File: config.mk
export PLATFORM = sky130hd
export DESIGN_NAME = cmp16_seq_flat
export DESIGN_NICKNAME = d
export VERILOG_FILES = /design/src/rtl/cmp16_seq_pkg.sv /design/src/rtl/cmp16_seq_if.sv /design/src/rtl/cmp16_seq.sv /design/src/flat_wrapper.sv
export SDC_FILE = /design/constraint.sdc
export NUM_CORES = 1
export LEC_CHECK = 0
export BUFFER_PORTS_ARGS = -buffer_cell sky130_fd_sc_hd__buf_2
export CORE_UTILIZATION = 55
export CTS_CLUSTER_DIAMETER = 120
export DETAILED_ROUTE_END_ITERATION = 10
export PLACE_DENSITY = 0.83
export RECOVER_POWER = 100
export REMOVE_ABC_BUFFERS = 1
export SETUP_SLACK_MARGIN = 0.05
export SYNTH_ARGS = -nofsm -noshare
export SYNTH_HDL_FRONTEND = slang
export SYNTH_SLANG_ARGS = --single-unit
File: constraint.sdc
create_clock -name sysclk -period 4.4 [get_ports sysclk]
set_input_delay 0.88 -clock sysclk [delete_from_list [all_inputs] [get_ports sysclk]]
set_output_delay 0.88 -clock sysclk [all_outputs]
set_load 0.05 [all_outputs]
File: src/rtl/cmp16_seq_pkg.sv
// Shared definitions for the sequential nibble comparator.
//   DEF_NIBBLES  default operand width in nibbles
//   state_t      controller state encoding
//   is_onehot3   true when exactly one of {aeb, agb, alb} is set
//   bias_nibble  flips bit 3 so a signed 4-bit comparator orders the nibble
//                as unsigned; keep_sign leaves it untouched (signed top nibble)
package cmp_seq_pkg;

   localparam int DEF_NIBBLES = 4;

   typedef enum logic [1:0] {
      ST_IDLE = 2'd0,
      ST_SCAN = 2'd1,
      ST_DONE = 2'd2
   } state_t;

   function automatic logic is_onehot3(input logic [2:0] v);
      return (v == 3'b100) || (v == 3'b010) || (v == 3'b001);
   endfunction

   function automatic logic [3:0] bias_nibble(input logic [3:0] nib, input logic keep_sign);
      return keep_sign ? nib : {~nib[3], nib[2:0]};
   endfunction

endpackage

File: src/rtl/cmp16_seq_if.sv
// Bundle between cmp16_seq and its parent.
//   request : start_i, signed_i, a_i, b_i
//   status  : busy_o, done_o, aeb_o, agb_o, alb_o, err_o
//   CMP4    : cmp_a_o, cmp_b_o (to comparator), cmp_aeb_i/agb_i/alb_i (from it)
// slave  = the sequencer, master = the parent (requester + CMP4 wiring).
interface cmp16_seq_if
   import cmp_seq_pkg::*;
   #(parameter int NIBBLES = DEF_NIBBLES) ();

   logic                 start_i;
   logic                 signed_i;
   logic [4*NIBBLES-1:0] a_i;
   logic [4*NIBBLES-1:0] b_i;
   logic [3:0]           cmp_a_o;
   logic [3:0]           cmp_b_o;
   logic                 cmp_aeb_i;
   logic                 cmp_agb_i;
   logic                 cmp_alb_i;
   logic                 busy_o;
   logic                 done_o;
   logic                 aeb_o;
   logic                 agb_o;
   logic                 alb_o;
   logic                 err_o;

   modport slave (
      input  start_i, signed_i, a_i, b_i,
      input  cmp_aeb_i, cmp_agb_i, cmp_alb_i,
      output cmp_a_o, cmp_b_o,
      output busy_o, done_o, aeb_o, agb_o, alb_o, err_o
   );

   modport master (
      output start_i, signed_i, a_i, b_i,
      output cmp_aeb_i, cmp_agb_i, cmp_alb_i,
      input  cmp_a_o, cmp_b_o,
      input  busy_o, done_o, aeb_o, agb_o, alb_o, err_o
   );

endinterface

File: src/rtl/cmp16_seq.sv
// Sequential magnitude comparator built around one external 4-bit CMP4.
// Operands are walked MSB nibble first; the first unequal nibble (or the
// last one) decides the result.
//   sysclk     system clock
//   sys_rst_n  asynchronous active-low reset
//   bus        cmp16_seq_if.slave (request, status and CMP4 wiring)
//
// state | meaning
// IDLE  | waiting for start_i, CMP4 inputs driven 0
// SCAN  | one nibble per cycle presented to CMP4, response sampled
// DONE  | one-cycle done_o pulse, results valid
module cmp16_seq
   import cmp_seq_pkg::*;
   #(parameter int NIBBLES = DEF_NIBBLES)
   (
      input logic         sysclk,
      input logic         sys_rst_n,
      cmp16_seq_if.slave  bus
   );

   localparam int W     = 4 * NIBBLES;
   localparam int IDX_W = $clog2(NIBBLES);
   localparam logic [IDX_W-1:0] TOP_IDX = IDX_W'(NIBBLES - 1);

   state_t           state_q, state_d;
   logic [IDX_W-1:0] idx_q, idx_d;
   logic [W-1:0]     a_q, a_d;
   logic [W-1:0]     b_q, b_d;
   logic             sgn_q, sgn_d;
   logic             err_q, err_d;
   logic [2:0]       res_q, res_d;

   logic [3:0]       nib_a, nib_b;
   logic [3:0]       cmp_a, cmp_b;
   logic [2:0]       smp;
   logic             smp_ok;
   logic             keep_sign;

   assign nib_a     = a_q[4*idx_q +: 4];
   assign nib_b     = b_q[4*idx_q +: 4];
   // Only the top nibble of a signed compare keeps its sign bit.
   assign keep_sign = sgn_q && (idx_q == TOP_IDX);
   assign smp       = {bus.cmp_aeb_i, bus.cmp_agb_i, bus.cmp_alb_i};
   assign smp_ok    = is_onehot3(smp);

   always_ff @(posedge sysclk or negedge sys_rst_n) begin
      if (!sys_rst_n) begin
         state_q <= ST_IDLE;
         idx_q   <= '0;
         a_q     <= '0;
         b_q     <= '0;
         sgn_q   <= 1'b0;
         err_q   <= 1'b0;
         res_q   <= 3'b000;
      end else begin
         state_q <= state_d;
         idx_q   <= idx_d;
         a_q     <= a_d;
         b_q     <= b_d;
         sgn_q   <= sgn_d;
         err_q   <= err_d;
         res_q   <= res_d;
      end
   end

   always_comb begin
      state_d = state_q;
      idx_d   = idx_q;
      a_d     = a_q;
      b_d     = b_q;
      sgn_d   = sgn_q;
      err_d   = err_q;
      res_d   = res_q;
      cmp_a   = 4'h0;
      cmp_b   = 4'h0;

      case (state_q)
         ST_IDLE: begin
            if (bus.start_i) begin
               a_d     = bus.a_i;
               b_d     = bus.b_i;
               sgn_d   = bus.signed_i;
               err_d   = 1'b0;
               idx_d   = TOP_IDX;
               state_d = ST_SCAN;
            end
         end

         ST_SCAN: begin
            cmp_a = bias_nibble(nib_a, keep_sign);
            cmp_b = bias_nibble(nib_b, keep_sign);
            if (!smp_ok) begin
               err_d = 1'b1;
            end
            // A malformed response ends the scan as if unequal and is kept
            // verbatim so the parent can see what the CMP4 returned.
            if (!smp[2] || !smp_ok || (idx_q == '0)) begin
               res_d   = smp;
               state_d = ST_DONE;
            end else begin
               idx_d = idx_q - 1'b1;
            end
         end

         ST_DONE: begin
            state_d = ST_IDLE;
         end

         default: begin
            state_d = ST_IDLE;
         end
      endcase
   end

   assign bus.cmp_a_o = cmp_a;
   assign bus.cmp_b_o = cmp_b;
   assign bus.busy_o  = (state_q != ST_IDLE);
   assign bus.done_o  = (state_q == ST_DONE);
   assign bus.aeb_o   = res_q[2];
   assign bus.agb_o   = res_q[1];
   assign bus.alb_o   = res_q[0];
   assign bus.err_o   = err_q;

endmodule

File: src/flat_wrapper.sv
// flat-port wrapper written by rule: the top's interface ports become plain ports
module cmp16_seq_flat import cmp_seq_pkg::*;
#(parameter int NIBBLES = DEF_NIBBLES)
  (sysclk, sys_rst_n, bus_start_i, bus_signed_i, bus_a_i, bus_b_i, bus_cmp_aeb_i, bus_cmp_agb_i, bus_cmp_alb_i, bus_cmp_a_o, bus_cmp_b_o, bus_busy_o, bus_done_o, bus_aeb_o, bus_agb_o, bus_alb_o, bus_err_o);
  cmp16_seq_if #(.NIBBLES(NIBBLES)) bus_i ();
  input logic sysclk;
  input logic sys_rst_n;
  input wire logic [$bits(bus_i.start_i)-1:0] bus_start_i;
  input wire logic [$bits(bus_i.signed_i)-1:0] bus_signed_i;
  input wire logic [$bits(bus_i.a_i)-1:0] bus_a_i;
  input wire logic [$bits(bus_i.b_i)-1:0] bus_b_i;
  input wire logic [$bits(bus_i.cmp_aeb_i)-1:0] bus_cmp_aeb_i;
  input wire logic [$bits(bus_i.cmp_agb_i)-1:0] bus_cmp_agb_i;
  input wire logic [$bits(bus_i.cmp_alb_i)-1:0] bus_cmp_alb_i;
  output wire logic [$bits(bus_i.cmp_a_o)-1:0] bus_cmp_a_o;
  output wire logic [$bits(bus_i.cmp_b_o)-1:0] bus_cmp_b_o;
  output wire logic [$bits(bus_i.busy_o)-1:0] bus_busy_o;
  output wire logic [$bits(bus_i.done_o)-1:0] bus_done_o;
  output wire logic [$bits(bus_i.aeb_o)-1:0] bus_aeb_o;
  output wire logic [$bits(bus_i.agb_o)-1:0] bus_agb_o;
  output wire logic [$bits(bus_i.alb_o)-1:0] bus_alb_o;
  output wire logic [$bits(bus_i.err_o)-1:0] bus_err_o;
  assign bus_i.start_i = bus_start_i;
  assign bus_i.signed_i = bus_signed_i;
  assign bus_i.a_i = bus_a_i;
  assign bus_i.b_i = bus_b_i;
  assign bus_i.cmp_aeb_i = bus_cmp_aeb_i;
  assign bus_i.cmp_agb_i = bus_cmp_agb_i;
  assign bus_i.cmp_alb_i = bus_cmp_alb_i;
  assign bus_cmp_a_o = bus_i.cmp_a_o;
  assign bus_cmp_b_o = bus_i.cmp_b_o;
  assign bus_busy_o = bus_i.busy_o;
  assign bus_done_o = bus_i.done_o;
  assign bus_aeb_o = bus_i.aeb_o;
  assign bus_agb_o = bus_i.agb_o;
  assign bus_alb_o = bus_i.alb_o;
  assign bus_err_o = bus_i.err_o;
  cmp16_seq #(.NIBBLES(NIBBLES)) u_core (.sysclk(sysclk), .sys_rst_n(sys_rst_n), .bus(bus_i));
endmodule
# Yosys cells after proc, flatten, opt, wreduce, memory -nomap -nowiden
# Cells that the tools add are included.
# classes
add_sub_neg	1
n_mul	0
div_mod_pow	0
n_lt_le_gt_ge	0
eq_ne	10
shift	2
n_mux	13
bitwise	2
reduce_logical	16
# ops
op	count
16-bit by 5-bit variable part select with 4-bit output	2
4-bit two-way mux	4
2-bit two-way mux	4
2-bit one-hot mux with 2 select lines	2
2-bit != test (second input constant)	3
2-bit AND reduction	3
3-bit AND reduction	2
2-bit equality test (second input constant)	2
2-bit zero test	2
1-bit logical OR	4
2-bit nonzero test	2
3-bit by 1-bit equality test with 1-bit output (second input constant)	1
3-bit by 2-bit equality test with 1-bit output (second input constant)	1
3-bit equality test (second input constant)	1
2-bit by 1-bit equality test with 1-bit output (second input constant)	1
1-bit zero test	2
1-bit two-way mux	2
2-bit by 1-bit != test with 1-bit output (second input constant)	1
1-bit NOT	2
1-bit one-hot mux with 2 select lines	1
2-bit by 1-bit subtractor with 2-bit output (second input constant)	1
1-bit logical AND	1
# word_totals
ff_bits	41
latchBits	0
ram_bits	0
rom_bits	0
out_inout_bits	14
mem_count	0

# Longest topological paths before layout
# Gate-level depths: netlist of the first run.
# logic_depth
ltp_word	8
depth_mapped	6
mapped_depth_nobuf	5

# Least setup slack after synthesis of the first run
# Ideal clock, no wire load.
# synth_path
path_type	reg-to-output
startpoint	register u_core.idx_q[0]
endpoint	output port bus_cmp_a_o[3]
arrival_time_ps	1811
t_required_ps	3520
slack_ps	1709
stages_incl_launch_ff	5
cell_sequence	dfrtp_1 > buf_6 > mux4_2 > xnor2_1 > nor2_1
# synth_between
elab_chain_cells	4
elab_cells_between_ends	6
classes_between	1 x eq/ne; 1 x shift; 2 x mux; 1 x bitwise; 1 x reduce/logical
# synth_rtl
item	line	rtl
start: declaration	cmp16_seq.sv:26	logic [IDX_W-1:0] idx_q, idx_d;
start signal: assignment	cmp16_seq.sv:57	idx_q <= idx_d;
16-bit by 5-bit variable part select with 4-bit output or 2-bit equality test (tied branches)	cmp16_seq.sv:39, cmp16_seq.sv:42	
1-bit NOT or 1-bit logical AND (tied branches)	cmp16_seq_pkg.sv:22, cmp16_seq.sv:42	
4-bit two-way mux *	cmp16_seq_pkg.sv:22	return keep_sign ? nib : {~nib[3], nib[2:0]};
4-bit two-way mux *	cmp16_seq.sv:77	case (state_q)
end: declaration	flat_wrapper.sv:15	output wire logic [$bits(bus_i.cmp_a_o)-1:0] bus_cmp_a_o;
# Mark *: on every way between the ends. The rest lies on a longest branch, timed or not.

# Final worst setup path of the first run
# layout_path
startpoint	register u_core.idx_q[0]
endpoint	output port bus_cmp_b_o[3]
# layout_between
elab_chain_cells	4
elab_cells_between_ends	6
classes_between	1 x eq/ne; 1 x shift; 2 x mux; 1 x bitwise; 1 x reduce/logical
# layout_rtl
item	line	rtl
16-bit by 5-bit variable part select with 4-bit output or 2-bit equality test (tied branches)	cmp16_seq.sv:40, cmp16_seq.sv:42	
1-bit NOT or 1-bit logical AND (tied branches)	cmp16_seq_pkg.sv:22, cmp16_seq.sv:42	
4-bit two-way mux *	cmp16_seq_pkg.sv:22	
4-bit two-way mux *	cmp16_seq.sv:77	
end: declaration	flat_wrapper.sv:16	output wire logic [$bits(bus_i.cmp_b_o)-1:0] bus_cmp_b_o;
# Marks and branches as above.

==> results of run 1 <==
[area by class of cell]
class | count | area (µm²) | area share
well taps | 46 | 57.6 | 0.0262
multi-input cells | 74 | 810 | 0.368
clock buffers | 8 | 48.8 | 0.0222
flip-flops and latches | 41 | 1030 | 0.467
inverters | 3 | 11.3 | 0.00512
repair buffers | 53 | 245 | 0.112
[critical path, cell delays in order, from the launching register on]
cell and delay (ns):
dfrtp_1 0.74, mux4_1 0.66, xnor2_1 0.14, nor2_1 0.09, clkbuf_1 0.47
[worst paths after layout]
kind,from,to,slack (ns),cells past startpoint
min reg2reg,u_core.b_q[4]$_DFFE_PN0P_,u_core.b_q[4]$_DFFE_PN0P_,0.52,1
min,u_core.b_q[4]$_DFFE_PN0P_,u_core.b_q[4]$_DFFE_PN0P_,0.52,1
min in group asynchronous,sys_rst_n,u_core.a_q[0]$_DFFE_PN0P_,1.15,1
max in group asynchronous,sys_rst_n,u_core.a_q[5]$_DFFE_PN0P_,2.05,1
max,u_core.idx_q[0]$_DFFE_PN0P_,bus_cmp_b_o[3],1.07,4
max reg2reg,u_core.state_q[1]$_DFFE_PN0P_,u_core.a_q[14]$_DFFE_PN0P_,1.83,3
[registers in the layout, indices dropped and copies added (netlist names)]
name / cells
u_core.a_q: 16
u_core.b_q: 16
u_core.res_q: 3
u_core.idx_q: 2
u_core.state_q: 2
u_core.bus.err_o: 1
u_core.sgn_q: 1
[stage by stage]
step	utilization	total power, µW	hold slack, ns	instance area (µm²)	worst slack (ns)
detailed placement	0.657	1040	0.491	2190	1.66
global route	0.659	1270	0.540	2200	0.910
floorplan	-	922	0.472	1860	0.318
CTS	0.672	1210	0.517	2240	1.26
finish	0.659	1190	0.515	2200	1.07
global placement	0.657	1010	0.468	2190	1.73
[layout by cell type (no fill, tap or decap)]
cell type | netlist | layout
mux2i_1 | 1 | 1
o22a_1 | 1 | 1
mux2_2 | 35 | 34
mux4_2 | 2 | 2
dfrtp_1 | 41 | 41
xnor2_1 | 2 | 2
buf_2 | 1 | 37
o21ai_0 | 2 | 2
nor2b_1 | 2 | 2
mux4_1 | 6 | 6
and2_1 | 6 | 6
ha_1 | 2 | 2
nor4b_1 | 0 | 1
a211oi_1 | 1 | 1
clkbuf_4 | 0 | 5
inv_1 | 3 | 3
nand2b_1 | 2 | 2
clkbuf_1 | 1 | 19
mux2_1 | 0 | 1
a31oi_1 | 1 | 1
nor2_2 | 1 | 1
nor2_1 | 3 | 3
o2bb2ai_1 | 1 | 1
nor3b_1 | 1 | 1
or2_2 | 1 | 1
xor2_1 | 1 | 1
nand2_1 | 2 | 2
[power by group through the flow]
stage	clock network [µW]	logic [µW]	registers [µW]
final	174	445	571
after global routing	200	482	588
after CTS	181	462	570
after detailed placement	0	461	579
after global placement	0	445	567
after floorplan	0	312	610
[cells by family (layout without fill, tap and decap cells)]
family	Yosys count	in the layout
multiplexers	44	44
flip-flops	41	41
AND/OR/NAND/NOR	19	19
buffers and inverters	10	64
XOR/XNOR	3	3
adder cells (fa/ha/maj)	2	2
AO/OA/AOI/OAI	6	6
[routing by layer]
layer  wire length [µm]  global-route usage  vias up
li1                   -                   -      562
met5                  0                   0        -
met3                139              0.0462        8
met4                 68               0.127        0
met1               1380               0.239      594
met2               1850               0.374       32
==> results.json, run 1 <==
{
  "dr.first_iter.drc_count": 46,
  "clk_pin_slew_ns": 0.10,
  "grt_remaining_overflow": 0,
  "hpwl_um": 2450,
  "grt_pass1_wl_um": 5420,
  "netlist_area_um2": 1920,
  "comb_power_share": 0.374,
  "routed_wl_um": 3450,
  "dp.cells": 217,
  "fin_worst_skew_ns": 0.00555,
  "setup_tns_ns": 0,
  "nNetsFinal": 219,
  "drc": 0,
  "worstSkewPairLatency_ns": 0.34,
  "gp_congestion": 0.690,
  "die_area_um2": 3740,
  "timing.final.crit_share": 0.757,
  "synth_seq_cells": 41,
  "final_layout_size_suffix_gt1_frac": 0.447,
  "n_antenna_cell": 0,
  "cts_hold_buffers": 0,
  "synth-main-ff-cell": "dfrtp_1",
  "synthArstFlopShare": 1.00,
  "setup.worst_path.class": "register to output pin",
  "globalRouteTotalUtil": 0.213,
  "synthMuxAreaShare": 0.316,
  "layoutNonFillerInstCount": 225,
  "p_per_area_nw_per_um2": 541,
  "synth_xor_xnor_area_share": 0.0137,
  "cts_tree": "built",
  "cts-buffers-inserted": 5,
  "yosysTopAreaCell": "dfrtp_1",
  "avgSynthCellArea_um2": 15.4,
  "yosys.area_share.simple": 0.0651,
  "maxCapViolCount": 2,
  "vias": 1196,
  "port_buffers": 52,
  "end_kind": "output pin",
  "required_ns": 3.52,
  "internal-power_uw": 765,
  "final_hold_viol_count": 0,
  "yosysWarnings": 0,
  "initial_utilization": 0.576,
  "switching_share": 0.358,
  "hold_class": "register to register",
  "relSlewSlack": -0.425,
  "synth_top_family_by_area": "multiplexers",
  "die_w_um": 61.1,
  "postCtsSetupRepairBufs": 0,
  "rsz0062_at_grt": "false",
  "power_frac_seq": 0.480,
  "finalMaxSlewViolations": 80,
  "fill_cells": 290,
  "ir_worst_vdd_uv": 266,
  "p_switching_uw": 426,
  "core_area_um2": 3340,
  "violations": "max-capacitance violations, max-slew violations",
  "ys_types": 27,
  "synth_common_cells": "dfrtp_1, mux2_2, and2_1, mux4_1, buf_6",
  "ctsLongestPathBuffers": 2,
  "io_pins": 53,
  "crit_arrival_ns": 2.45,
  "syn_to_final_growth_pct": 14.3,
  "first_pass_iters": 4,
  "synth_enable_flop_cells": 0,
  "setup_violations": 0,
  "grt_pass1_vias": 1200,
  "synthTopCellsByArea": "dfrtp_1, mux2_2, mux4_1",
  "rows": 21,
  "netlist.area_leader.share": 0.534,
  "die_h_um": 61.1,
  "ant_nets": 0,
  "fmax_mhz": 300,
  "grt_start_max_net_pins": 42,
  "clkPwrFrac": 0.147,
  "synthCells": 125,
  "fin_crit_ns": 3.33,
  "worst_pin_slew_ns": 2.14,
  "synth.most_common_cell": "dfrtp_1",
  "clock-root-buffer": "clkbuf_4",
  "antenna_found_initial": 0,
  "synth_compound_area_frac": 0.0215,
  "viasPerCell": 5.32,
  "ys_seq_area_frac": 0.534,
  "status": "complete, but fails checks",
  "cts_sinks": 41,
  "p_leak_uw": 0.00100,
  "worstSetupStartpointType": "register",
  "h-tree-depth": 2,
  "post_drt_wl_per_cell_um": 15.3,
  "critPathMaxFanout": 12,
  "cts_resized": 0,
  "synth_adder_area_share": 0.0130
}
Power figures use the tool's default switching activity.
==> run 2, diff against run 1 <==
CORE_UTILIZATION = 46   (was 55)
PLACE_DENSITY = 0.74   (was 0.83)
clock period = 3 ns   (was 4.4 ns; I/O delays follow)
==> run 2 against run 1 <==
Compared with the run above: the run still ends with max-capacitance violations, max-slew violations left; critical path depth did not move; final cell count rose by 1.3%; worst setup slack got worse by 0.80 ns; die area rose by 19%; via count fell by 1.3%.
==> results.json, run 2 (synthesized netlist as in run 1, its figures left out) <==
{
  "final_hold_viol_count": 0,
  "relSlewSlack": -0.413,
  "layout_commonest_cell": "dfrtp_1",
  "fin_crit_ns": 2.73,
  "die_w_um": 66.7,
  "r2r_cells": 5,
  "setup_violations": 0,
  "grt_pass1_vias": 1178,
  "antenna_found_initial": 0,
  "drc": 0,
  "routed_wl_um": 3390,
  "clk_pin_slew_ns": 0.08,
  "regArea_um2": 1030,
  "worst_pin_slew_ns": 2.12,
  "place_area_um2": 2200,
  "hpwl_um": 2410,
  "maxCapViolCount": 1,
  "cts-buffers-inserted": 5,
  "vias": 1181,
  "post_drt_wl_per_cell_um": 14.9,
  "cts_hold_buffers": 0,
  "clock-root-buffer": "clkbuf_8",
  "mostFrequentLayoutCells": "dfrtp_1, buf_2, mux2_2",
  "rows": 23,
  "cpMaxStageDelayCell": "dfrtp_1",
  "worstSkewPairLatency_ns": 0.28,
  "critPathBufInv": 1,
  "io_pins": 53,
  "max_stage_delay_ns": 0.70,
  "fin_worst_skew_ns": 0.00655,
  "hold_class": "register to register",
  "syn_to_final_growth_pct": 16.9,
  "cts_tree": "built",
  "crit_arrival_ns": 2.13,
  "nNetsFinal": 219,
  "n_antenna_cell": 0,
  "violations": "max-capacitance violations, max-slew violations",
  "rsz0062_at_grt": "false",
  "p_leak_uw": 0.00104,
  "first_pass_iters": 4,
  "fin_ws_ns": 0.267,
  "die_area_um2": 4440,
  "path_depth": 4,
  "cts_sinks": 41,
  "final_layout_size_suffix_gt1_frac": 0.489,
  "status": "complete, but fails checks",
  "whs_ns": 0.494,
  "setup.worst_path.class": "register to output pin",
  "initial_utilization": 0.481,
  "min_path_cells": 1,
  "fill_cells": 360,
  "reg.largest.list": "u_core.a_q (16), u_core.b_q (16), u_core.res_q (3)",
  "fmax_mhz": 366,
  "worstSetupStartpointType": "register",
  "cp_cell_sequence": "mux4_1 -> xnor2_1 -> nor2_1 -> clkbuf_2",
  "ctsLongestPathBuffers": 2,
  "core_area_um2": 4000,
  "postCtsSetupRepairBufs": 0,
  "finalMaxSlewViolations": 42,
  "gp_congestion": 0.682,
  "cp_top_family": "flip-flops",
  "port_buffers": 52,
  "grt_start_max_net_pins": 42,
  "viasPerCell": 5.18,
  "dr.first_iter.drc_count": 44,
  "pre_cts_slack_ns": 0.572,
  "multiInputGateArea_um2": 810,
  "timing.final.crit_share": 0.911,
  "grt_pass1_wl_um": 5350,
  "cts_resized": 0,
  "required_ns": 2.40,
  "fin_area_um2": 2250,
  "globalRouteTotalUtil": 0.169,
  "grt_remaining_overflow": 0,
  "p_per_area_nw_per_um2": 816,
  "ant_nets": 0,
  "die_h_um": 66.7,
  "end_kind": "output pin",
  "critPathMaxFanout": 12,
  "ir_worst_vdd_uv": 376,
  "h-tree-depth": 2
}
## run 2: worst register-to-register path: stages, from the launching register on
cell     delay [ns]
dfrtp_1        0.70
inv_1          0.10
ha_1           0.23
nor4b_1        0.65
nor2_2         0.13
mux2_2         0.30
## run 2: metal layers
metal | vias up | global-route usage | routed length, µm
met1 | 583 | 0.195 | 1410
li1 | 556 | - | -
met3 | 2 | 0.0565 | 216
met5 | - | 0 | 0
met2 | 40 | 0.297 | 1760
met4 | 0 | 0.0479 | 14
## run 2: metrics by stage
stage,instances,util,total power [µW],TNS (ns)
after floorplan,118,-,1350,-28.59
after global placement,221,0.549,1490,0
after detailed placement,221,0.549,1520,0
after CTS,228,0.571,1870,0
after global routing,228,0.562,1940,0
final,228,0.562,1830,0
## run 2: worst paths after layout
| path | slack, ns | from | endpoint |
|---|---|---|---|
| max in group asynchronous | 0.86 | sys_rst_n | u_core.b_q[6]$_DFFE_PN0P_ |
| worst min register to register | 0.49 | u_core.res_q[2]$_DFFE_PN0P_ | u_core.res_q[2]$_DFFE_PN0P_ |
| worst min-delay path | 0.49 | u_core.res_q[2]$_DFFE_PN0P_ | u_core.res_q[2]$_DFFE_PN0P_ |
| worst max-delay path | 0.27 | u_core.idx_q[0]$_DFFE_PN0P_ | bus_cmp_b_o[3] |
| min in group asynchronous | 0.93 | sys_rst_n | u_core.a_q[10]$_DFFE_PN0P_ |
| worst max register to register | 0.78 | u_core.idx_q[0]$_DFFE_PN0P_ | u_core.res_q[0]$_DFFE_PN0P_ |
## run 2: report_power, final
group | internal [µW] | switching [µW]
Combinational | 298 | 351
Sequential | 733 | 99.4
Clock | 182 | 169
Total | 1210 | 619
## run 2: cell type report
class,count,area share
Tap cell,50,0.0278
Timing Repair Buffer,53,0.112
Multi-Input combinational cell,74,0.360
Inverter,3,0.00501
Sequential cell,41,0.457
Clock buffer,7,0.0384
==> run 3, diff against run 2 <==
ABC_AREA = 1   (was not set)
CORE_UTILIZATION = 47   (was 46)
PLACE_DENSITY = 0.75   (was 0.74)
==> run 3 against run 2 <==
Compared with the run above: power rose by 24%; the flow still finishes with violations (max-capacitance violations, max-slew violations); die area is 0.23% higher; largest power group is now combinational logic; utilization increased by 0.56 points; sequential cell count unchanged; sequential share of layout area shrank 0.45 points; worst setup slack better by 0.12 ns; first-iteration DRC count increased to 2.7 times the previous value; via count up 43%; routed wire length grew 20%.
==> results.json, run 3 <==
{
  "whs_ns": 0.483,
  "cts_hold_buffers": 0,
  "fmax_mhz": 383,
  "ys_seq_area_frac": 0.521,
  "setup.worst_path.class": "register to output pin",
  "maxCapViolCount": 1,
  "ys_types": 17,
  "grt_remaining_overflow": 0,
  "post_drt_wl_per_cell_um": 11.4,
  "synth_seq_cells": 41,
  "fin_crit_ns": 2.61,
  "dp.cells": 348,
  "worstSkewPairLatency_ns": 0.30,
  "min_path_cells": 2,
  "relSlewSlack": -0.452,
  "globalRouteTotalUtil": 0.209,
  "nNetsFinal": 346,
  "die_h_um": 66.7,
  "setup_tns_ns": 0,
  "ir_worst_vdd_uv": 421,
  "p_leak_uw": 0.00127,
  "timing.final.crit_share": 0.871,
  "syn_to_final_growth_pct": 15.2,
  "synth_common_cells": "nand2_1, dfrtp_1, nor2_1",
  "ctsLongestPathBuffers": 2,
  "rsz0062_at_grt": "false",
  "synthCells": 255,
  "final_hold_viol_count": 0,
  "critPathMaxFanout": 11,
  "synth.most_common_cell": "nand2_1",
  "gp_congestion": 0.794,
  "io_pins": 53,
  "reg.largest.list": "u_core.a_q (16), u_core.b_q (16), u_core.res_q (3)",
  "h-tree-depth": 2,
  "die_w_um": 66.7,
  "end_kind": "output pin",
  "synth-main-ff-cell": "dfrtp_1",
  "avgSynthCellArea_um2": 7.72,
  "mostFrequentLayoutCells": "nand2_1, buf_2, dfrtp_1",
  "synthTopCellsByArea": "dfrtp_1, nand2_1, nor2_1",
  "synth_enable_flop_cells": 0,
  "antenna_found_initial": 0,
  "cts_sinks": 41,
  "yosysTopAreaCell": "dfrtp_1",
  "r2r_cells": 6,
  "grt_pass1_vias": 1514,
  "status": "complete, but fails checks",
  "hold_class": "register to register",
  "clock-root-buffer": "clkbuf_8",
  "finalPower_uw": 2280,
  "violations": "max-capacitance violations, max-slew violations",
  "ff2ff_setup_slack_ns": 0.76,
  "initial_utilization": 0.492,
  "worstSetupStartpointType": "register",
  "worst_pin_slew_ns": 2.18,
  "cts-buffers-inserted": 5,
  "grt_start_max_net_pins": 42,
  "fin_ws_ns": 0.386,
  "die_area_um2": 4450,
  "p_per_area_nw_per_um2": 1000,
  "postCtsSetupRepairBufs": 0,
  "crit_arrival_ns": 2.01,
  "cts_tree": "built",
  "fin_worst_skew_ns": 0.0111,
  "pre_cts_slack_ns": 0.992,
  "vias": 1693,
  "finalMaxSlewViolations": 42,
  "netlist_area_um2": 1970,
  "setup_violations": 0,
  "required_ns": 2.40,
  "final_layout_size_suffix_gt1_frac": 0.186,
  "cts_resized": 0,
  "routed_wl_um": 4060,
  "drc": 0,
  "core_area_um2": 4000,
  "hpwl_um": 2610,
  "clk_pin_slew_ns": 0.08,
  "synthArstFlopShare": 1.00,
  "layoutNonFillerInstCount": 356,
  "layout_commonest_cell": "nand2_1",
  "ant_nets": 0,
  "port_buffers": 52,
  "n_antenna_cell": 0,
  "dr.first_iter.drc_count": 119,
  "first_pass_iters": 6,
  "viasPerCell": 4.76,
  "yosysWarnings": 0,
  "grt_pass1_wl_um": 6740,
  "netlist.area_leader.share": 0.521,
  "rows": 23
}
-- run 3: cell families (layout without fill, tap and decap cells) --
logic type	Yosys count	after routing	synth area share
buf+inv	19	70	0.0680
compound gates	22	22	0.0559
simple gates	170	170	0.338
xor+xnor	1	1	0.00445
fa+ha+maj	2	2	0.0127
flops	41	41	0.521
-- run 3: layout make-up --
class	instances	area (µm²)
clock buffer	5	68.8
clock inverter	3	17.5
fill	376	1730
inverter	8	30.0
multi-input combinational	195	802
sequential	41	1030
tap	50	62.6
timing repair buffer	54	263
-- run 3: final timing paths --
check	endpoint	from
min in group asynchronous	u_core.a_q[0]$_DFFE_PN0P_	sys_rst_n
worst min-delay path	u_core.b_q[7]$_DFFE_PN0P_	u_core.b_q[7]$_DFFE_PN0P_
worst min register to register	u_core.b_q[7]$_DFFE_PN0P_	u_core.b_q[7]$_DFFE_PN0P_
max in group asynchronous	u_core.b_q[1]$_DFFE_PN0P_	sys_rst_n
worst max-delay path	bus_cmp_a_o[3]	u_core.idx_q[1]$_DFFE_PN0P_
worst max register to register	u_core.b_q[7]$_DFFE_PN0P_	u_core.state_q[0]$_DFFE_PN0P_
-- run 3: metrics by stage --
step                      area [µm²]   util
after floorplan                 1870      -
after global routing            2270  0.567
after CTS                       2290  0.572
after global placement          2200  0.551
after detailed placement        2200  0.551
final                           2270  0.567
-- run 3: power by group --
group	switching (µW)	leakage, µW	total, µW	internal, µW
Clock	194	0.0000439	355	160
Sequential	149	0.000505	925	776
Combinational	708	0.000724	997	289
Total	1050	0.00127	2280	1230
-- run 3: per-layer routing --
metal  wire [µm]  vias to the layer above  global-route usage
li1            -                      886                   -
met4          68                        0               0.104
met1        1890                      747               0.274
met5           0                        -                   0
met3         274                        7              0.0531
met2        1830                       53               0.318
-- run 3: critical path, stage by stage (launching register included) --
cell and delay (ns):
dfrtp_1 0.52, inv_1 0.31, nand3_1 0.15, nand3_1 0.10, nand2_1 0.05, nor2_1 0.10, clkbuf_1 0.47
